File: src/rtl/led_pattern_pkg.sv
// rtl/led_pattern_pkg.sv - shared types, constants and LFSR helper for the LED pattern engine
package led_pattern_pkg;

   typedef enum logic [2:0] {
      ROT_L = 3'd0,
      ROT_R = 3'd1,
      KITT  = 3'd2,
      BAR   = 3'd3,
      RAND  = 3'd4,
      BLINK = 3'd5,
      OFF6  = 3'd6,
      OFF7  = 3'd7
   } mode_e;

   typedef enum logic {
      DIR_UP   = 1'b0,
      DIR_DOWN = 1'b1
   } dir_e;

   localparam logic [15:0] LFSR_TAPS   = 16'hB400;
   localparam logic [3:0]  TRAIL1_DUTY = 4'd4;
   localparam logic [3:0]  TRAIL2_DUTY = 4'd1;

   // Galois right-shift form of x^16+x^14+x^13+x^11; a nonzero state never maps to zero
   function automatic logic [15:0] lfsr_next(input logic [15:0] s);
      return {1'b0, s[15:1]} ^ (s[0] ? LFSR_TAPS : 16'h0000);
   endfunction

endpackage

File: src/rtl/led_pattern_engine_if.sv
// rtl/led_pattern_engine_if.sv - control and LED drive bundle of the LED pattern engine
interface led_pattern_engine_if #(
   parameter int WIDTH   = 8,
   parameter int SPEED_W = 3
);
   import led_pattern_pkg::*;

   mode_e              mode;
   logic [SPEED_W-1:0] speed;
   logic               pause;
   logic               step;
   logic [WIDTH-1:0]   led;
   logic               tick;
   logic               dir;

   modport master (output mode, speed, pause, step, input led, tick, dir);
   modport slave  (input mode, speed, pause, step, output led, tick, dir);

endinterface

File: src/rtl/pattern_tick_gen.sv
// rtl/pattern_tick_gen.sv - programmable-rate step tick divider with pause and clear
module pattern_tick_gen #(
   parameter int DIV_W   = 22,
   parameter int SPEED_W = 3
) (
   input  logic               clock,
   input  logic               reset,
   input  logic [SPEED_W-1:0] speed,
   input  logic               pause,
   input  logic               clear,
   output logic               tick
);

   logic [DIV_W-1:0] cnt;
   logic [DIV_W-1:0] term;

   // >= rather than == so a speed-up past the current count wraps on the next edge
   assign term = {DIV_W{1'b1}} >> speed;
   assign tick = !pause && (cnt >= term);

   always_ff @(posedge clock or posedge reset) begin
      if (reset)
         cnt <= '0;
      else if (pause || clear || tick)
         cnt <= '0;
      else
         cnt <= cnt + 1'b1;
   end

endmodule

File: src/rtl/led_pattern_engine.sv
// rtl/led_pattern_engine.sv - LED animation engine; LED_PATTERN_TRAIL_EN adds a PWM fading trail in KITT mode
module led_pattern_engine
   import led_pattern_pkg::*;
#(
   parameter int          WIDTH     = 8,
   parameter int          DIV_W     = 22,
   parameter int          SPEED_W   = 3,
   parameter logic [15:0] LFSR_SEED = 16'hACE1
) (
   input logic                 clock,
   input logic                 reset,
   led_pattern_engine_if.slave bus
);

   localparam logic [WIDTH-1:0] ONE  = {{(WIDTH-1){1'b0}}, 1'b1};
   localparam logic [WIDTH-1:0] ONES = {WIDTH{1'b1}};

   mode_e            mode_q;
   dir_e             dir_q, dir_d;
   logic [WIDTH-1:0] pat, pat_d;
   logic [15:0]      lfsr, lfsr_d, lfsr_nxt;
   logic             tick_q;
   logic             tick, step, reload, apply;

   pattern_tick_gen #(.DIV_W(DIV_W), .SPEED_W(SPEED_W)) u_tick (
      .clock (clock),
      .reset (reset),
      .speed (bus.speed),
      .pause (bus.pause),
      .clear (reload),
      .tick  (tick)
   );

   assign reload   = (bus.mode != mode_q);
   assign step     = tick | (bus.step & bus.pause);
   assign apply    = step & !reload;
   assign lfsr_nxt = lfsr_next(lfsr);

   always_ff @(posedge clock or posedge reset) begin
      if (reset) begin
         pat    <= ONE;
         dir_q  <= DIR_UP;
         lfsr   <= LFSR_SEED;
         mode_q <= ROT_L;
         tick_q <= 1'b0;
      end else begin
         pat    <= pat_d;
         dir_q  <= dir_d;
         lfsr   <= lfsr_d;
         mode_q <= bus.mode;
         tick_q <= apply;
      end
   end

   always_comb begin
      pat_d  = pat;
      dir_d  = dir_q;
      lfsr_d = lfsr;
      if (reload) begin
         dir_d = DIR_UP;
         case (bus.mode)
            ROT_L, ROT_R, KITT: pat_d = ONE;
            RAND:               pat_d = WIDTH'(lfsr);
            BLINK:              pat_d = ONES;
            default:            pat_d = '0;
         endcase
      end else if (apply) begin
         case (mode_q)
            ROT_L: pat_d = {pat[WIDTH-2:0], pat[WIDTH-1]};
            ROT_R: pat_d = {pat[0], pat[WIDTH-1:1]};
            KITT: begin
               if (dir_q == DIR_UP) begin
                  if (pat[WIDTH-1]) begin
                     pat_d = ONE << (WIDTH - 2);
                     dir_d = DIR_DOWN;
                  end else begin
                     pat_d = pat << 1;
                  end
               end else if (pat[0]) begin
                  pat_d = ONE << 1;
                  dir_d = DIR_UP;
               end else begin
                  pat_d = pat >> 1;
               end
            end
            BAR: begin
               if (dir_q == DIR_UP) begin
                  if (pat == ONES) begin
                     pat_d = pat >> 1;
                     dir_d = DIR_DOWN;
                  end else begin
                     pat_d = {pat[WIDTH-2:0], 1'b1};
                  end
               end else if (pat == '0) begin
                  pat_d = ONE;
                  dir_d = DIR_UP;
               end else begin
                  pat_d = pat >> 1;
               end
            end
            RAND: begin
               lfsr_d = lfsr_nxt;
               pat_d  = WIDTH'(lfsr_nxt);
            end
            BLINK:   pat_d = (pat == ONES) ? '0 : ONES;
            default: pat_d = '0;
         endcase
      end
   end

   assign bus.tick = tick_q;
   assign bus.dir  = dir_q;

`ifdef LED_PATTERN_TRAIL_EN
   logic [3:0]       pwm;
   logic [WIDTH-1:0] hist1, hist2;

   // history survives a direction reversal; only reset and a mode change clear it
   always_ff @(posedge clock or posedge reset) begin
      if (reset) begin
         pwm   <= '0;
         hist1 <= '0;
         hist2 <= '0;
      end else begin
         pwm <= pwm + 1'b1;
         if (reload) begin
            hist1 <= '0;
            hist2 <= '0;
         end else if (apply && mode_q == KITT) begin
            hist1 <= pat;
            hist2 <= hist1;
         end
      end
   end

   assign bus.led = (mode_q == KITT)
                  ? (pat | ((pwm < TRAIL1_DUTY) ? hist1 : '0) | ((pwm < TRAIL2_DUTY) ? hist2 : '0))
                  : pat;
`else
   assign bus.led = pat;
`endif

endmodule

File: src/flat_wrapper.sv
// flat-port wrapper written by rule: the top's interface ports become plain ports
module led_pattern_engine_flat import led_pattern_pkg::*;
#(
   parameter int          WIDTH     = 8,
   parameter int          DIV_W     = 22,
   parameter int          SPEED_W   = 3,
   parameter logic [15:0] LFSR_SEED = 16'hACE1
)
  (clock, reset, bus_mode, bus_speed, bus_pause, bus_step, bus_led, bus_tick, bus_dir);
  led_pattern_engine_if #(.WIDTH(WIDTH), .SPEED_W(SPEED_W)) bus_i ();
  input logic clock;
  input logic reset;
  input wire logic [$bits(bus_i.mode)-1:0] bus_mode;
  input wire logic [$bits(bus_i.speed)-1:0] bus_speed;
  input wire logic [$bits(bus_i.pause)-1:0] bus_pause;
  input wire logic [$bits(bus_i.step)-1:0] bus_step;
  output wire logic [$bits(bus_i.led)-1:0] bus_led;
  output wire logic [$bits(bus_i.tick)-1:0] bus_tick;
  output wire logic [$bits(bus_i.dir)-1:0] bus_dir;
  assign bus_i.mode = bus_mode;
  assign bus_i.speed = bus_speed;
  assign bus_i.pause = bus_pause;
  assign bus_i.step = bus_step;
  assign bus_led = bus_i.led;
  assign bus_tick = bus_i.tick;
  assign bus_dir = bus_i.dir;
  led_pattern_engine #(.WIDTH(WIDTH), .DIV_W(DIV_W), .SPEED_W(SPEED_W), .LFSR_SEED(LFSR_SEED)) u_core (.clock(clock), .reset(reset), .bus(bus_i));
endmodule
File: config.mk
export PLATFORM = sky130hd
export DESIGN_NAME = led_pattern_engine_flat
export DESIGN_NICKNAME = d
export VERILOG_FILES = /design/src/rtl/led_pattern_pkg.sv /design/src/rtl/led_pattern_engine_if.sv /design/src/rtl/pattern_tick_gen.sv /design/src/rtl/led_pattern_engine.sv /design/src/flat_wrapper.sv
export SDC_FILE = /design/constraint.sdc
export NUM_CORES = 1
export LEC_CHECK = 0
export ABC_AREA = 0
export BUFFER_PORTS_ARGS = -buffer_cell sky130_fd_sc_hd__buf_2
export CAP_MARGIN = 10
export CORE_ASPECT_RATIO = 0.8
export CORE_MARGIN = 10
export CORE_UTILIZATION = 45
export DETAILED_ROUTE_END_ITERATION = 10
export GPL_ROUTABILITY_DRIVEN = 0
export PLACE_DENSITY = 0.68
export SLEW_MARGIN = 20
export SYNTH_ARGS = -nofsm -noshare
export SYNTH_HDL_FRONTEND = slang
export SYNTH_SLANG_ARGS = --single-unit
File: constraint.sdc
create_clock -name clock -period 2.18 [get_ports clock]
set_input_delay 0.327 -clock clock [delete_from_list [all_inputs] [get_ports clock]]
set_output_delay 0.327 -clock clock [all_outputs]
set_load 0.03 [all_outputs]
# Word-level counts from Yosys, hierarchy flattened
# Cells that the tools add are included.
# W data, S select, Z words.
dict set report word_totals {
  regBits 51
  out_inout_bits 10
}
dict set report classes {
  addsub 1
  n_lt_le_gt_ge 1
  eq_ne 11
  shift 1
  muxes 22
  n_bitwise 5
  reduce_logical 13
}
# op count
set op_table {}
lappend op_table {{$mux W8} 7}
lappend op_table {{$pmux W8 S6} 1}
lappend op_table {{$pmux W8 S3} 1}
lappend op_table {{$add A22 B1 Y22 const B} 1}
lappend op_table {{$ge A22 B22 Y1} 1}
lappend op_table {{$mux W22} 1}
lappend op_table {{$shr A22 B3 Y22 const A} 1}
lappend op_table {{$mux W16} 1}
lappend op_table {{$xor A15 B16 Y16} 1}
lappend op_table {{$mux W7} 2}
lappend op_table {{$eq A3 B3 Y1 const B} 4}
lappend op_table {{$eq A3 B2 Y1 const B} 3}
lappend op_table {{$eq A8 B8 Y1 const B} 1}
lappend op_table {{$logic_not A8 Y1} 1}
lappend op_table {{$mux W1} 8}
lappend op_table {{$eq A3 B1 Y1 const B} 2}
lappend op_table {{$logic_not A3 Y1} 2}
lappend op_table {{$ne A3 B3 Y1} 1}
lappend op_table {{$reduce_and A3 Y1} 1}
lappend op_table {{$reduce_bool A3 Y1} 1}
lappend op_table {{$reduce_or A3 Y1} 1}
lappend op_table {{$and A1 B1 Y1} 2}
lappend op_table {{$logic_not A1 Y1} 2}
lappend op_table {{$logic_or A1 B1 Y1} 2}
lappend op_table {{other kinds (6)} 6}

# Logic depth before layout (Yosys ltp)
# Gate-level depths: netlist (run 1).
dict set report depth {
  ltp_word 7
  ltp_mapped 9
}

# Cells and area by module
# From an unflattened synthesis (run 1), not the netlist that was laid out.
dict set report hier_totals {
  cells_unflattened 306
  hier_area_um2 3071.7
}
# module n_inst cells_per_inst area_per_inst_um2
set by_module_without_submodules {}
lappend by_module_without_submodules {led_pattern_engine 1 168 1714.1}
lappend by_module_without_submodules {pattern_tick_gen 1 138 1357.6}

# Worst setup path after synthesis (run 1)
# Ideal clock, no wire load.
dict set report synth_path {
  path_type {input to register}
  startpoint {in bus_speed[2]}
  endpoint {reg u_core.lfsr[12]}
  t_arrival_ns 2.251
  required_time_ns 2.055
  setup_slack_ns -0.196
  stages 9
  path_buffers 2
  path_cell_list {or3_1 > ha_1 > a211oi_1 > o21ai_0 > a211o_1 > and3_1 > buf_6 > buf_12 > mux2_4}
}
dict set report synth_between {
  elab_chain_len 6
}
# item line_no
set synth_lines {}
lappend synth_lines {{from (decl)} flat_wrapper.sv:14} ;# input wire logic [$bits(bus_i.speed)-1:0] bus_speed;
lappend synth_lines {{$shr A22 B3 Y22} pattern_tick_gen.sv:18} ;# assign term = {DIV_W{1'b1}} >> speed;
lappend synth_lines {{$ge A22 B22 Y1} pattern_tick_gen.sv:19} ;# assign tick = !pause && (cnt >= term);
lappend synth_lines {{$logic_and A1 B1 Y1} pattern_tick_gen.sv:19}
lappend synth_lines {{$or A1 B1 Y1} led_pattern_engine.sv:35} ;# assign step = tick | (bus.step & bus.pause);
lappend synth_lines {{$and A1 B1 Y1} led_pattern_engine.sv:36} ;# assign apply = step & !reload;
lappend synth_lines {{$reduce_and A3 Y1 (no line)} --}
lappend synth_lines {{to (signal assigned)} led_pattern_engine.sv:49} ;# lfsr <= lfsr_d;
lappend synth_lines {{to (decl)} led_pattern_engine.sv:21} ;# logic [15:0] lfsr, lfsr_d, lfsr_nxt;
# No other way between the ends.
# A chain may end at the register's enable or synchronous reset.

# Final worst setup path (run 1)
dict set report layout_path {
  startpoint {in bus_speed[0]}
  endpoint {reg u_core.lfsr[2]}
}
# Same word-level chain as after synthesis.

==> flow_summary.ini, run 1 <==
[setup_path]
worstReg2RegEnd = u_core.lfsr[2]
slowest_delay_ns = 0.39
crit_arrival_ns = 2.39
rr_worst_depth = 7
critPathLaunchType = primary input
critPathMaxFanout = 8
slowest_stage = or3_4
reg2reg_from = u_core.u_tick.cnt[20]
reg2reg_slack_ns = 0.03
endpoint_kind = flop
critPathRequiredTime_ns = 2.38
crit_chain = buf_8 -> or3_4 -> ha_4 -> nand4_1 -> nor4_2 -> a211o_1 -> and3_4 -> clkbuf_16 -> mux2_4
criticalPathCategory = in2reg

[drt]
dr.pass1.iters = 5
wl_per_cell_um = 16.1
drtIter0Drc = 153
routed_wl_um = 6750
vias = 2319
drc = 0
ant_nets = 0
vias_per_cell = 5.53

[clock_tree]
clock-sinks = 51
numCtsBuffers = 5
hold_buffers = 0
htree_levels = 2
path_clk_slew_ns = 0.10
cts_buffer_depth = 2
cts_root_buffer = clkbuf_8
tritoncts = done
insertion_delay_ns = 0.31

[synth]
synth_common_cells = 42 x dfrtp_1, 34 x nor2_1, 15 x xnor2_1
synth_top_area_cell = dfrtp_1
syn-num-nets = 312
yosysMostFrequentCell = dfrtp_1
synth.top_cell.area_share_pct = 35.5
synth_cells = 294
netlist_area_mm2 = 0.00296
synth.area.top_cells = dfrtp_1 35%, dfstp_2 8.0%, mux2_4 5.1%, xnor2_1 4.4%, nor2_1 4.3%
ys_warn_count = 0
synthDistinctLibCells = 55
synth-edff-count = 0
avgSynthCellArea_um2 = 10.1
synthArstFlopShare_pct = 100
yosysSeqAreaShare_pct = 43.5
ys_ff_latch = 51
synth_ff_type = dfrtp_1

[global_routing]
use_met3_pct = 3.93
grt_max_degree = 28
grt_pass1_wl_um = 11700
grt_pass1_vias = 2370
met2_usage_pct = 20.0
grt-busiest-layer = met2
grt_overflow = 0
met1_usage_pct = 18.0
antenna_found_initial = 0
track_usage_pct = 13.1

[die]
die_y_um = 92.6
io_pins = 20
core_mm2 = 0.00638
die_w_um = 111
dieArea_mm2 = 0.0102
core.rowCount = 26
start_util_pct = 46.5

[timing]
finalHoldViolations = 0
setup_slack_ns = -0.00887
layout_min_cycle_time_ns = 2.19
fin_setup_tns_ns = -0.00986
slew_violations = 0
whs_ns = 0.0631
rsz0062_at_grt = true
final.period_utilization_pct = 100
fmax_ghz = 0.457
finalSetupViolations = 2
finClkSkew_ns = 0.00833
worst_pin_slew_ns = 0.573
relSlewSlack_pct = 61.8

[place]
portBuffers = 19
dp_slack_ns = -0.321
dp_hpwl_um = 4830
dp_cells = 407
placed_area_mm2 = 0.00329

[layout]
n_antenna_cell = 0
post-route-util_pct = 55.2
fillCellCount = 568
final_cells = 419
fin_nets = 352
postLayoutCellArea_mm2 = 0.00352
drive_gt1_share_pct = 28.1
area_growth_pct = 18.7

[status]
status = finished, violations left
violations = setup timing

[min_path]
min_path_type = in2async

[power]
power_mw = 2.01
p_leak_nw = 1.50
vdd.ir_drop.worst_v = 0.000318
powerDensity_mw_per_mm2 = 572

[job]
cap_viol_max_count = 0
[registers in the layout, indices dropped and copies added, names as in the netlist]
signal / count
u_core.lfsr: 16
u_core.bus.led: 8
u_core.bus.dir: 1
u_core.mode_q: 3
u_core.bus.tick: 1
u_core.u_tick.cnt: 22
[worst max-delay path, delay by kind of cell]
kind                       cells  cell delay (ns)
AOI/OAI and AO/OA              1             0.20
muxes                          1             0.29
buffers and inverters          2             0.26
adders and majority gates      1             0.28
and+or+nand+nor                4             1.02
[cells in the final DEF, fill, tap and decap left out, types with 9 or more instances in the layout]
cell      n
buf_4    24
mux2_4   16
inv_1    13
dfstp_2   9
buf_2    17
dfrtp_1  42
nor2_1   34
nand3_1   9
nand2_1  13
o21ai_0  13
xor2_1   11
nor3_1   10
xnor2_1  15
[kinds of logic after synthesis]
logic type,synth area share (%)
AO/OA/AOI/OAI,12.4
adder cells (fa/ha/maj),3.38
buffers and inverters,4.26
flip-flops,43.5
multiplexers,8.36
AND/OR/NAND/NOR,20.5
XOR/XNOR,7.69
[cell type report]
class                      count  area (um2)  share of cell area, %
clock inverter                 3        67.6                   1.92
tap                           84         105                   2.99
clock buffer                   5        68.8                   1.96
timing repair buffer          45         337                   9.57
multi-input combinational    217        1600                   45.5
sequential                    51        1290                   36.6
inverter                      14        52.6                   1.49
[metal layers]
layer | vias to the layer above | part of all wire, %
met5 | - | 0
met4 | 0 | 0.77
met3 | 6 | 6.8
met2 | 79 | 44
met1 | 1100 | 49
li1 | 1134 | -
[power breakdown]
part	leakage (nW)	internal, mW	switching, mW
clock network	0.0644	0.458	0.330
logic	0.771	0.0876	0.150
registers	0.669	0.963	0.0218
[worst max-delay path by stage]
stage / slack [ns] / cells after the start / from / endpoint
detailed placement: -0.32 / 9 / bus_speed[2] / u_core.lfsr[8]
global route: -0.09 / 9 / bus_speed[0] / u_core.lfsr[2]
global placement: -0.26 / 9 / bus_speed[2] / u_core.lfsr[8]
finish: -0.009 / 9 / bus_speed[0] / u_core.lfsr[2]
floorplan: -0.08 / 9 / bus_speed[2] / u_core.lfsr[12]
CTS: 0.007 / 9 / bus_speed[2] / u_core.lfsr[8]
[timing repair]
| action | 4_1_cts | 5_1_grt |
|---|---|---|
| setup buffers | 0 | 3 |
| endpoints found under the setup margin | 0 | 18 |
| gates resized for setup | 0 | 13 |
Note: power is estimated with default switching activity, not from simulation.
==> run 2: changes to the inputs <==
==> constraint.sdc (replaced) <==
create_clock -name clock -period 2.18 [get_ports clock]
set_input_delay 0.109 -clock clock [delete_from_list [all_inputs] [get_ports clock]]
set_output_delay 0.109 -clock clock [all_outputs]
set_load 0.03 [all_outputs]
==> run 2 against run 1 <==
The flow now finishes without violations. Clock power shrank 11%. Hold slack lost 0.029 ns. Power shrank 4.7%. Non-clock buffer count is the same. Sequential share of layout area grew 0.50 points. Sequential cell count is the same. Largest cell class unchanged.
==> flow_summary.ini, run 2 (synthesized netlist as in run 1, its figures left out) <==
[layout]
regMostFlops = u_core.u_tick.cnt
n_antenna_cell = 0
mostFrequentLayoutCell = dfrtp_1
area_growth_pct = 17.1
largest_reg_flops = 22
postLayoutCellArea_mm2 = 0.00347
post-route-util_pct = 54.4
drive_gt1_share_pct = 26.6
fin_nets = 352
final_cell_mix = 42 x dfrtp_1, 34 x nor2_1, 21 x buf_4
fillCellCount = 580

[setup_path]
endpoint_kind = flop
critPathRequiredTime_ns = 2.38
critPathMaxFanout = 8
critPathLaunchType = flop
criticalPathCategory = reg2reg
crit_arrival_ns = 2.35

[power]
powerDensity_mw_per_mm2 = 552
power_mw = 1.92
p_leak_nw = 1.50
vdd.ir_drop.worst_v = 0.000341

[global_routing]
grt_overflow = 0
grt_pass1_vias = 2269
track_usage_pct = 12.6
grt_pass1_wl_um = 11100
antenna_found_initial = 0
grt_max_degree = 52

[die]
core.rowCount = 26
dieArea_mm2 = 0.0102
start_util_pct = 46.5
core_mm2 = 0.00638
die_w_um = 111
die_y_um = 92.6
io_pins = 20

[timing]
finClkSkew_ns = 0.00195
relSlewSlack_pct = 57.2
worst_pin_slew_ns = 0.641
whs_ns = 0.0338
fin_setup_tns_ns = 0
fmax_ghz = 0.465
slew_violations = 0
layout_min_cycle_time_ns = 2.15
rsz0062_at_grt = true
finalSetupViolations = 0
final.period_utilization_pct = 98.7
finalHoldViolations = 0

[place]
placed_area_mm2 = 0.00326
portBuffers = 19
dp_hpwl_um = 4580

[clock_tree]
cts_root_buffer = clkbuf_8
numCtsBuffers = 5
clock-sinks = 51
htree_levels = 2
path_clk_slew_ns = 0.09
cts_buffer_depth = 2
tritoncts = done
insertion_delay_ns = 0.30

[job]
cap_viol_max_count = 0

[status]
status = finished clean

[drt]
vias_per_cell = 5.51
vias = 2307
ant_nets = 0
drc = 0
wl_per_cell_um = 15.4
drtIter0Drc = 112
routed_wl_um = 6470
dr.pass1.iters = 4

[min_path]
min_path_type = in2reg
-- run 2: worst max-delay path: stages, from the launching register on --
cell and delay, ns:
dfrtp_1 0.46, ha_4 0.31, nand3_1 0.12, nor4_4 0.25
a211o_1 0.20, and3_4 0.23, buf_12 0.14, mux2_2 0.33
-- run 2: per-layer routing --
layer / global-route usage [%] / routed length (um) / vias to the layer above
met1: 18.0 / 3300 / 1108
met3: 2.58 / 324 / 10
met4: 4.00 / 99 / 0
met2: 18.4 / 2740 / 57
li1: - / - / 1132
met5: 0 / 0 / -
-- run 2: cell type report --
class                           instances  area (um2)  share of cell area [%]
Timing Repair Buffer                   45         328                    9.45
Sequential cell                        51        1290                    37.1
Multi-Input combinational cell        217        1580                    45.4
Clock buffer                            6        82.6                    2.38
Tap cell                               84         105                    3.03
Clock inverter                          2        38.8                    1.12
Inverter                               14        52.6                    1.51
-- run 2: final timing paths --
| path | from | endpoint | slack, ns | cells after the start |
|---|---|---|---|---|
| hold reg to reg | u_core.u_tick.cnt[0] | u_core.u_tick.cnt[0] | 0.48 | 1 |
| min in group asynchronous | reset | u_core.lfsr[12] | 0.50 | 4 |
| setup reg to reg | u_core.u_tick.cnt[17] | u_core.lfsr[8] | 0.03 | 7 |
| max in group asynchronous | reset | u_core.bus.led[4] | 1.25 | 4 |
| hold / removal | bus_mode[0] | u_core.mode_q[0] | 0.03 | 1 |
| setup / recovery | u_core.u_tick.cnt[17] | u_core.lfsr[8] | 0.03 | 7 |
-- run 2: what timing repair did --
action	in CTS	in global routing
cloned	0	1
pin swaps	1	3
endpoints found under the hold margin	37	0
setup buffers	0	1
setup endpoints to repair	2	43
gates resized for setup	0	5
hold buffers	3	0
-- run 2: stage by stage --
step,cells,worst slack [ns]
3_5_place_dp,406,-0.197
3_3_place_gp,406,-0.134
6_report,419,0.0284
5_1_grt,419,-0.0415
2_1_floorplan,294,0.0221
4_1_cts,417,0.00731
-- run 2: report_power, final --
| group | internal, mW | total (mW) | switching [mW] |
|---|---|---|---|
| Combinational | 0.0839 | 0.224 | 0.140 |
| Clock | 0.378 | 0.704 | 0.326 |
| Sequential | 0.963 | 0.988 | 0.0248 |
==> run 3: changes to the inputs <==
--- a/config.mk
+++ b/config.mk
@@ -13,7 +13,7 @@
 export CORE_UTILIZATION = 45
 export DETAILED_ROUTE_END_ITERATION = 10
 export GPL_ROUTABILITY_DRIVEN = 0
-export PLACE_DENSITY = 0.68
+export PLACE_DENSITY = 0.65
 export SLEW_MARGIN = 20
 export SYNTH_ARGS = -nofsm -noshare
 export SYNTH_HDL_FRONTEND = slang
==> constraint.sdc (replaced) <==
create_clock -name clock -period 2.1 [get_ports clock]
set_input_delay 0.105 -clock clock [delete_from_list [all_inputs] [get_ports clock]]
set_output_delay 0.105 -clock clock [all_outputs]
set_load 0.03 [all_outputs]
==> run 3 against run 2 <==
The run now ends with setup timing left. Clock power shrank 1%. Critical path type unchanged. Worst setup slack worse by 0.035 ns. Combinational power is 6% higher. Sequential power increased by 4%. Hold slack lost 0.0044 ns. First-iteration DRC count is 13% higher. Cell area increased by 1.6%. Register-to-register slack worse by 0.04 ns. Via count rose by 0.48%. Fmax rose by 2.1%.
==> flow_summary.ini, run 3 (synthesized netlist as in run 1, its figures left out) <==
[drt]
wl_met3_um = 252
vias_per_cell = 5.48
wl_per_cell_um = 16.0
routed_wl_um = 6770
ant_nets = 0
vias = 2318
highest_layer = met4
wl_met1_um = 3590
dr.pass1.iters = 4
drtIter0Drc = 126
wl_met2_um = 2890
drc = 0

[timing]
final.period_utilization_pct = 100
finalHoldViolations = 0
relSlewSlack_pct = 64.0
finalSetupViolations = 3
worst_pin_slew_ns = 0.537
layout_min_cycle_time_ns = 2.11
slew_violations = 0
fmax_ghz = 0.475
rsz0062_at_grt = true
setup_slack_ns = -0.00683
finClkSkew_ns = 0.0117

[layout]
fillCellCount = 589
drive_gt1_share_pct = 28.6
regArea_mm2 = 0.00129
area_growth_pct = 19.0
mostFrequentLayoutCell = dfrtp_1
n_antenna_cell = 0
regMostFlops = u_core.u_tick.cnt
fin_nets = 356
largest_reg_flops = 22
final_cells = 423
multi_input_area_mm2 = 0.00161
final_cell_mix = 42 x dfrtp_1, 34 x nor2_1, 25 x buf_4

[setup_path]
critPathLaunchType = flop
critPathRequiredTime_ns = 2.30
worstReg2RegEnd = u_core.lfsr[14]
critPathMaxFanout = 8
endpoint_kind = flop
reg2reg_slack_ns = -0.007
crit_arrival_ns = 2.30
rr_worst_depth = 7
reg2reg_from = u_core.u_tick.cnt[16]
criticalPathCategory = reg2reg

[status]
violations = setup timing
status = finished, violations left

[global_routing]
track_usage_pct = 13.0
grt_overflow = 0
antenna_found_initial = 0
grt_pass1_vias = 2262
grt_max_degree = 23
grt_pass1_wl_um = 11300

[clock_tree]
numCtsBuffers = 5
cts_buffer_depth = 2
cts_root_buffer = clkbuf_8
clock-sinks = 51
path_clk_slew_ns = 0.10
tritoncts = done
insertion_delay_ns = 0.31
htree_levels = 2

[place]
dp_hpwl_um = 4900
dp_slack_ns = -0.234
dp_cells = 408
portBuffers = 19

[min_path]
holdPathStages = 1
min_from = bus_mode[0]
min_path_type = in2reg
holdPathEnd = u_core.mode_q[0]

[die]
start_util_pct = 46.5
die_w_um = 111
die_y_um = 92.6
dieArea_mm2 = 0.0102
core.rowCount = 26
core_mm2 = 0.00638
io_pins = 20

[job]
cap_viol_max_count = 0

[power]
vdd.ir_drop.worst_v = 0.000365
powerDensity_mw_per_mm2 = 555
p_leak_nw = 1.50
run 3: changes by cell type in the layout (fill, tap and decap cells not counted), moves of 2 or more:
cell and delta:
nor3_2 +2, nor3_1 -2, mux2_2 -4, buf_4 +4, mux2_4 +4
run 3: timing repair:
action	4_1_cts	5_1_grt
gates resized for setup	1	9
buffers inserted	1	3
setup endpoints to repair	12	25
hold buffers	3	0
pin swaps	0	1
cloned	0	1
hold endpoints to repair	11	0
run 3: worst max-delay path by stage:
stage                                startpoint           endpoint  cells after the start
final                     u_core.u_tick.cnt[16]    u_core.lfsr[14]                      7
after detailed placement           bus_speed[2]     u_core.lfsr[9]                      9
after CTS                 u_core.u_tick.cnt[17]  u_core.bus.led[1]                      6
after global routing      u_core.u_tick.cnt[20]    u_core.lfsr[14]                      7
after floorplan                    bus_speed[2]    u_core.lfsr[12]                      9
after global placement             bus_speed[2]     u_core.lfsr[9]                      9
run 3: power breakdown:
| part | internal, mW | total, mW | switching, mW |
|---|---|---|---|
| logic | 0.0892 | 0.238 | 0.149 |
| registers | 1.00 | 1.03 | 0.0251 |
| clock network | 0.356 | 0.694 | 0.338 |
| total | 1.45 | 1.96 | 0.512 |
run 3: cell type report:
type                            count  area share (%)
Clock inverter                      2            1.06
Timing Repair Buffer               49            10.1
Sequential cell                    51            36.5
Inverter                           14            1.49
Multi-Input combinational cell    217            45.7
Clock buffer                        6            2.06
Tap cell                           84            2.98
run 3: per-layer routing:
| layer | up-vias | track usage, % |
|---|---|---|
| met2 | 45 | 19.1 |
| met3 | 2 | 2.39 |
| li1 | 1144 | - |
| met1 | 1127 | 18.8 |
| met5 | - | 0 |
| met4 | 0 | 4.11 |
run 3: through the flow:
step                      instance area [um2]  setup TNS [ns]  power, mW  hold WS, ns  utilization [%]
after floorplan                          2980               0       1.19        0.136                -
after global placement                   3290           -2.70       1.27       0.0260             51.6
after detailed placement                 3290           -4.19       1.27       0.0278             51.6
after CTS                                3440         -0.0102       1.97       0.0163             53.9
after global routing                     3530           -1.19       2.04       0.0230             55.3
final                                    3530         -0.0153       1.96       0.0294             55.3
run 3: critical path: stages (launching register included):
cell and delay, ns:
dfrtp_1 0.41, ha_1 0.31, nand3_1 0.09, nor4_2 0.29
a211o_1 0.20, and3_4 0.23, clkbuf_16 0.17, mux2_4 0.29
